$ cat src/rtl/adder_pkg.sv
// adder_pkg: shared types and sizing helpers for the serial adder.
package adder_pkg;

  // Controller states of the serial adder
  typedef enum logic [1:0] {
    IDLE = 2'b00,
    CALC = 2'b01,
    DONE = 2'b10
  } state_e;

  // Number of compute cycles needed for one operation
  function automatic int calc_nchunk(input int width, input int chunk);
    return width / chunk;
  endfunction

  // Width of the chunk index counter (at least one bit)
  function automatic int calc_idx_w(input int nchunk);
    return (nchunk > 1) ? $clog2(nchunk) : 1;
  endfunction

endpackage

$ cat src/rtl/chunk_adder.sv
// chunk_adder: combinational CHUNK-bit ripple adder built from full adders.
// cmsb is the carry into the most significant bit, used for signed overflow.
module chunk_adder #(
  parameter int CHUNK = 4
) (
  input  logic [CHUNK-1:0] a,
  input  logic [CHUNK-1:0] b,
  input  logic             cin,
  output logic [CHUNK-1:0] sum,
  output logic             cout,
  output logic             cmsb
);

  logic [CHUNK:0] c_s;

  assign c_s[0] = cin;

  for (genvar i = 0; i < CHUNK; i++) begin : g_fa
    full_adder u_fa (
      .a    (a[i]),
      .b    (b[i]),
      .cin  (c_s[i]),
      .sum  (sum[i]),
      .cout (c_s[i+1])
    );
  end

  assign cout = c_s[CHUNK];
  assign cmsb = c_s[CHUNK-1];

endmodule

$ cat src/rtl/full_adder.sv
// full_adder: single-bit combinational full adder.
module full_adder (
  input  logic a,
  input  logic b,
  input  logic cin,
  output logic sum,
  output logic cout
);

  assign sum  = a ^ b ^ cin;
  assign cout = (a & b) | (cin & (a ^ b));

endmodule

$ cat src/rtl/serial_adder.sv
// serial_adder: multi-cycle WIDTH-bit adder processing CHUNK bits per clock,
// with valid/ready handshakes on operands and result.
// Optional feature: define SERIAL_ADDER_OVF_EN to add the signed overflow
// output ovf.
module serial_adder
  import adder_pkg::*;
#(
  parameter int WIDTH = 16,
  parameter int CHUNK = 4
) (
  input  logic             clk,
  input  logic             rst_n,
  input  logic             in_valid,
  output logic             in_ready,
  input  logic [WIDTH-1:0] a,
  input  logic [WIDTH-1:0] b,
  input  logic             cin,
  output logic             out_valid,
  input  logic             out_ready,
  output logic [WIDTH-1:0] sum,
  output logic             cout,
  output logic             busy
`ifdef SERIAL_ADDER_OVF_EN
  ,
  output logic             ovf
`endif
);

  localparam int NCHUNK = calc_nchunk(WIDTH, CHUNK);
  localparam int IDXW   = calc_idx_w(NCHUNK);
  localparam logic [IDXW-1:0] LAST_IDX = IDXW'(NCHUNK - 1);
  localparam logic [IDXW-1:0] IDX_ONE  = IDXW'(1);

  state_e            state_q;
  logic [IDXW-1:0]   idx_q;
  logic [WIDTH-1:0]  a_q;
  logic [WIDTH-1:0]  b_q;
  logic [WIDTH-1:0]  sum_q;
  logic              carry_q;
  logic              cout_q;
  logic              in_ready_q;
  logic              out_valid_q;
  logic              busy_q;

  logic [CHUNK-1:0]  a_chunk_s;
  logic [CHUNK-1:0]  b_chunk_s;
  logic [CHUNK-1:0]  chunk_sum_s;
  logic              chunk_cout_s;
  logic              chunk_cmsb_s;

  // Current slice of the captured operands
  assign a_chunk_s = a_q[idx_q*CHUNK +: CHUNK];
  assign b_chunk_s = b_q[idx_q*CHUNK +: CHUNK];

  chunk_adder #(
    .CHUNK (CHUNK)
  ) u_chunk (
    .a    (a_chunk_s),
    .b    (b_chunk_s),
    .cin  (carry_q),
    .sum  (chunk_sum_s),
    .cout (chunk_cout_s),
    .cmsb (chunk_cmsb_s)
  );

`ifdef SERIAL_ADDER_OVF_EN
  logic ovf_q;

  // Signed overflow of the final chunk, held alongside the result
  always_ff @(posedge clk or negedge rst_n) begin
    if (!rst_n) begin
      ovf_q <= 1'b0;
    end else if ((state_q == CALC) && (idx_q == LAST_IDX)) begin
      ovf_q <= chunk_cout_s ^ chunk_cmsb_s;
    end else begin
      ovf_q <= ovf_q;
    end
  end

  assign ovf = ovf_q;
`else
  logic unused_cmsb_s;
  assign unused_cmsb_s = chunk_cmsb_s;
`endif

  // Controller, operand/result/carry registers and registered handshake outputs
  always_ff @(posedge clk or negedge rst_n) begin
    if (!rst_n) begin
      state_q     <= IDLE;
      idx_q       <= '0;
      a_q         <= '0;
      b_q         <= '0;
      sum_q       <= '0;
      carry_q     <= 1'b0;
      cout_q      <= 1'b0;
      in_ready_q  <= 1'b1;
      out_valid_q <= 1'b0;
      busy_q      <= 1'b0;
    end else begin
      case (state_q)
        IDLE: begin
          if (in_valid) begin
            a_q        <= a;
            b_q        <= b;
            carry_q    <= cin;
            idx_q      <= '0;
            state_q    <= CALC;
            in_ready_q <= 1'b0;
            busy_q     <= 1'b1;
          end
        end
        CALC: begin
          sum_q[idx_q*CHUNK +: CHUNK] <= chunk_sum_s;
          carry_q <= chunk_cout_s;
          if (idx_q == LAST_IDX) begin
            // Park the index at zero so the operand slice stays in range
            idx_q       <= '0;
            cout_q      <= chunk_cout_s;
            state_q     <= DONE;
            out_valid_q <= 1'b1;
          end else begin
            idx_q <= idx_q + IDX_ONE;
          end
        end
        DONE: begin
          // in_ready rises only after DONE is left, so no same-cycle accept
          if (out_ready) begin
            state_q     <= IDLE;
            out_valid_q <= 1'b0;
            busy_q      <= 1'b0;
            in_ready_q  <= 1'b1;
          end
        end
        default: begin
          state_q     <= IDLE;
          idx_q       <= '0;
          in_ready_q  <= 1'b1;
          out_valid_q <= 1'b0;
          busy_q      <= 1'b0;
        end
      endcase
    end
  end

  assign in_ready  = in_ready_q;
  assign out_valid = out_valid_q;
  assign sum       = sum_q;
  assign cout      = cout_q;
  assign busy      = busy_q;

endmodule
$ cat config.mk
export PLATFORM = sky130hd
export DESIGN_NAME = serial_adder
export DESIGN_NICKNAME = d
export VERILOG_FILES = /design/src/rtl/adder_pkg.sv /design/src/rtl/chunk_adder.sv /design/src/rtl/full_adder.sv /design/src/rtl/serial_adder.sv
export SDC_FILE = /design/constraint.sdc
export NUM_CORES = 1
export LEC_CHECK = 0
export CAP_MARGIN = 10
export CORE_AREA = 2 2 73 75
export CTS_CLUSTER_DIAMETER = 200
export DETAILED_ROUTE_END_ITERATION = 12
export DIE_AREA = 0 0 75 77
export GPL_ROUTABILITY_DRIVEN = 0
export PLACE_DENSITY = 0.89
export SETUP_SLACK_MARGIN = 0.2
export SYNTH_ARGS = -nofsm -noshare
export SYNTH_HDL_FRONTEND = slang
export SYNTH_SLANG_ARGS = --single-unit
$ cat constraint.sdc
create_clock -name clk -period 5.3 [get_ports clk]
set_input_delay 1.59 -clock clk [delete_from_list [all_inputs] [get_ports clk]]
set_output_delay 1.59 -clock clk [all_outputs]
set_load 0.02 [all_outputs]
# After elaboration in Yosys (flattened, before gate mapping)
# Index checks and enable logic that the tools add are counted.
# op_classes
n_eq_ne	6
reduce_logical	9
n_bitwise	23
muxes	18
shift	4
add_sub_neg	2
# ops
cell	count
negation 4 -> 34 bit	1
variable shift 4 x 34 -> 16 bit, first input constant	1
variable part select 4 x 34 -> 16 bit	1
variable part select 16 x 5 -> 4 bit	2
bitwise mux 16 bit	1
case mux 2 bit (3 select lines)	2
two-way mux 2 bit	5
case mux 1 bit (3 select lines)	3
AND reduction 3 bit	3
bitwise AND 1 bit	8
AND reduction 2 bit	4
XOR 1 bit	8
two-way mux 1 bit	6
inequality test 2 bit, second input constant	3
equality test 2 bit, second input constant	2
bitwise OR 1 bit	4
NOT 1 bit	3
adder 2 x 1 -> 2 bit, second input constant	1
equality test 2 x 1 -> 1 bit, second input constant	1
zero test 2 bit	1
case mux 1 bit (2 select lines)	1
nonzero test 2 bit	1
# totals
in_bits	37
reg_bits	57

# Depth between registers and ports, before layout
# logic_depth
depth_word	11
depth_mapped	10
ltp_nobuf	9

# By module
# Synthesis repeated with hierarchy kept, for this count alone.
# hier_totals
cells_unflattened	179
area_unflattened_um2	2586.2
# by_module_without_submodules
module	cells_each	seq_area_each_um2	instances	area_each_um2
serial_adder	175	1427.6	1	2506.2
full_adder	1	0.0	4	20.0

# Least setup slack after synthesis
# Ideal clock, no wire load.
# synth_path
path_kind	register -> register
from	register idx_q[0]
to	register sum_q[15], in the netlist sum[15]
n_path_buf	1
synth_period_minus_slack_ns	3.035
setup_ns	0.110
slack_ns	2.265
required_ns	5.190
path_stages_with_launch	11
t_arrival_ns	2.924
path_cell_list	dfrtp_1 > buf_2 > mux4_2 > inv_1 > fa_1 > fa_1 > inv_1 > fa_1 > fa_1 > inv_1 > o41ai_1
# synth_via
elab_chain_cells	11
# synth_rtl
item	line_no	rtl
start, declared	serial_adder.sv:35	logic [IDXW-1:0] idx_q;
start signal, assigned	serial_adder.sv:122	idx_q <= idx_q + IDX_ONE;
variable part select 16 x 5 -> 4 bit (on tied branches)	serial_adder.sv:52, serial_adder.sv:53	
XOR 1 bit	full_adder.sv:10, full_adder.sv:11	
bitwise AND 1 bit	full_adder.sv:11	assign cout = (a & b) | (cin & (a ^ b));
bitwise OR 1 bit	full_adder.sv:11	
bitwise AND 1 bit	full_adder.sv:11	
bitwise OR 1 bit	full_adder.sv:11	
bitwise AND 1 bit	full_adder.sv:11	
bitwise OR 1 bit	full_adder.sv:11	
XOR 1 bit	full_adder.sv:10	assign sum = a ^ b ^ cin;
variable part select 4 x 34 -> 16 bit	serial_adder.sv:113	sum_q[idx_q*CHUNK +: CHUNK] <= chunk_sum_s;
bitwise mux 16 bit (*)	serial_adder.sv:113	
end signal, assigned by index	serial_adder.sv:113	
end, declared	serial_adder.sv:38	logic [WIDTH-1:0] sum_q;
# Mark *: on every way between the ends. The rest lies on a longest branch, timed or not.
# A chain may end at the register's enable or synchronous reset.

# Worst setup path after layout
# Ends and elaborated chain as after synthesis.

==> results.md <==
- Yosys top cell area share: 0.537
- CTS Hold Bufs: 0
- Layout cell share with drive strength beyond 1: 0.235
- Crit Path Max Fanout: 17
- Grt total ovfl: 0
- Number of nets still failing antenna checks after routing: 0
- Drt drc: 0
- Post-synth EDFFs: 0
- Final Critical Period: 3.37 ns
- Peak supply drop: roughly 0.27 mV
- Net Count, Synth: 236
- Register bit total from synthesis: between 50 and 60
- PortBufs: 56
- Ys async rst share: 1.00
- Final Hold Fails: 0
- Average wire per standard cell: 15.9 um
- H-tree Lvls: 3
- Synth cell types: 33
- Hold Crit Class: register to register
- Main flop type after synthesis: dfrtp_1
- Skew final: 0.00553 ns
- RSZ-0062 raised after global routing: false
- IO Count: 57
- Finish-stage setup viols: 0
- First-pass iteration count of the detailed router: 4
- Clock Latency Late Sink: 0.33 ns
- Worst-Margin Slew: 0.762 ns
- Leading cell types by count after synthesis: dfrtp_1, mux2_2, nand2_1
- Root Driver: clkbuf_8
- CTS sink cnt: 57
- Cells after Synth: around 190
- Outcome: finished, final reports clean
- Worst EP required: around 5.5 ns
- Worst Reg-to-Reg Cells: 9
- Worst flop-to-flop path startpoint: idx_q[0]
- CTS-repair resized insts: 0
- Sequential Power Share: 0.354
- Post-DP HPWL: 3790 um
- Worst-path clk slew: about 0.06 ns
- CP Launch Type: register
- Initial antenna violation count: 0
- Setup Total Neg Slack: 0 ns
- Pin count of the biggest net entering global routing: 58
- Period utilisation layout: 0.636
- Core area: 4980 um^2
- Post-CTS setup buffer count: 0
- Data arrival, critical path: approximately 3.6 ns
- # diodes: 0
- Psw: roughly 0.00081 W
- Reg2reg end: sum[15]
- Site Rows: 26
- Vias post-DR: 1721
- Die H: 77 um
- WL final: 5170 um
- Vias per cell: 5.30
- Avg Inst Size Synth: 13.8 um^2
- WS Path Type: register to register
- Critical Path Sink: sum[15]
- CTS tree: built
- TritonCTS Buffers: 9
- Vias in the first global route: ~1900
- Layout net count: about 300
- Synthesized area: 2610 um^2
- Max-slew headroom: 0.492
- Comb power frac: 0.453
- Crit end category: register
- Total Power: about 0.0022 W
- Leak: 1.46 nW
- R2R setup slack: 1.93 ns
- GRT Total Usage: 0.208
- Synth top area cells: dfrtp_1, mux2_2, mux4_2
- Clock buffer depth: 2
- Internal power: approximately 0.0014 W
- Die Area: ~5800 um^2
- Seq/Total Area, Yosys: 0.547
- Clk pwr share: 0.193
- First-pass GRT wire length: 8870 um
- Synth area leader: dfrtp_1
- Max_cap viols: 0
- Slew Limit Fails: 0
- Setup crit start: idx_q[0]
- Top-count cell post-synth: dfrtp_1
- Max Clock Freq: between 0.2 and 0.3 GHz
- Initial DRC count: 90
- Area Overhead vs Synth: 32.0%
- Initial Util: 0.524
- Die width: 75 um
- Syn. warnings: 0
- Sw Ratio: 0.365
- Cell Pwr Density: 645 nW/um^2
[per-layer routing]
metal,global-route usage,share of wire,vias up
li1,-,-,806
met1,0.272,0.43,841
met2,0.319,0.50,56
met3,0.0420,0.042,18
met4,0.114,0.030,0
met5,0,0,-
[how the worst min path moves through the flow]
stage                       start      end  slack (ns)  cells past startpoint
final                     sum[12]  sum[12]        0.48                      2
after global routing       sum[7]   sum[7]        0.51                      2
after CTS                 sum[12]  sum[12]        0.49                      2
after detailed placement  sum[12]  sum[12]        0.47                      2
after global placement     sum[5]   sum[5]        0.46                      2
after floorplan            a_q[4]   a_q[4]        0.45                      1
[sequential cells by signal, indices dropped and copies added, names as in the netlist]
name,flops
a_q,16
b_q,16
sum,16
idx_q,2
state_q,2
busy,1
carry_q,1
cout,1
in_ready,1
out_valid,1
[stage by stage]
| step | utilization | setup slack [ns] | cells | hold WS [ns] | area, um^2 |
|---|---|---|---|---|---|
| 6_report | 0.692 | 1.93 | 325 | 0.483 | 3440 |
| 2_1_floorplan | - | 2.27 | 189 | 0.453 | 2610 |
| 4_1_cts | 0.692 | 1.90 | 325 | 0.485 | 3440 |
| 3_5_place_dp | 0.649 | 1.90 | 310 | 0.473 | 3230 |
| 5_1_grt | 0.692 | 1.69 | 325 | 0.508 | 3440 |
| 3_3_place_gp | 0.649 | 2.00 | 310 | 0.460 | 3230 |
[power by group through the flow]
stage | registers, W | logic, W | clock network (W)
floorplan | 0.000763 | 0.000703 | 0
global placement | 0.000776 | 0.000985 | 0
detailed placement | 0.000796 | 0.00102 | 0
CTS | 0.000789 | 0.00102 | 0.000434
global route | 0.000817 | 0.00112 | 0.000457
finish | 0.000785 | 0.00101 | 0.000430
[cells by family (layout without fill, tap and decap cells)]
family,after synthesis,count (layout),synth area share
compound gates,26,26,0.0715
fa+ha+maj,10,10,0.0595
buf+inv,18,84,0.0297
flops,57,57,0.547
mux,41,41,0.212
simple gates,37,37,0.0806
[cell usage in the layout, fill, tap and decap left out, drive strengths merged]
master         netlist  layout
a21oi                4       4
a22o                 5       5
a22oi                1       1
and4b                1       1
buf                  6       3
bufinv               0       1
clkbuf               1      13
clkdlybuf4s50        0      55
clkinv               0       1
dfrtp               56      56
dfstp                1       1
fa                   4       4
ha                   6       6
inv                 11      11
mux2                33      33
mux4                 8       8
nand2               16      16
nand2b               2       2
nand3b               4       4
nand4b               1       1
nor2                 4       4
nor2b                2       2
nor3                 2       2
nor3b                1       1
o211ai               1       1
o21ai                5       5
o2bb2ai              5       5
o31ai                4       4
o41ai                1       1
or2b                 1       1
or3                  2       2
or3b                 1       1
[worst max-delay path: stages (launching register included)]
cell and delay [ns]:
dfrtp_1 0.84, mux4_2 0.58, inv_1 0.09, fa_1 0.19, fa_1 0.17, inv_1 0.05
fa_1 0.37, fa_1 0.54, inv_1 0.07, o41ai_1 0.35
[layout make-up]
type | instances | area [um^2]
inverters | 11 | 41.3
fillers | 362 | 1530
multi-input cells | 114 | 1100
repair buffers | 58 | 571
well taps | 70 | 87.6
clock buffers | 13 | 179
flip-flops and latches | 57 | 1430
clock inverters | 2 | 35.0
(Power assumes the default switching activity.)
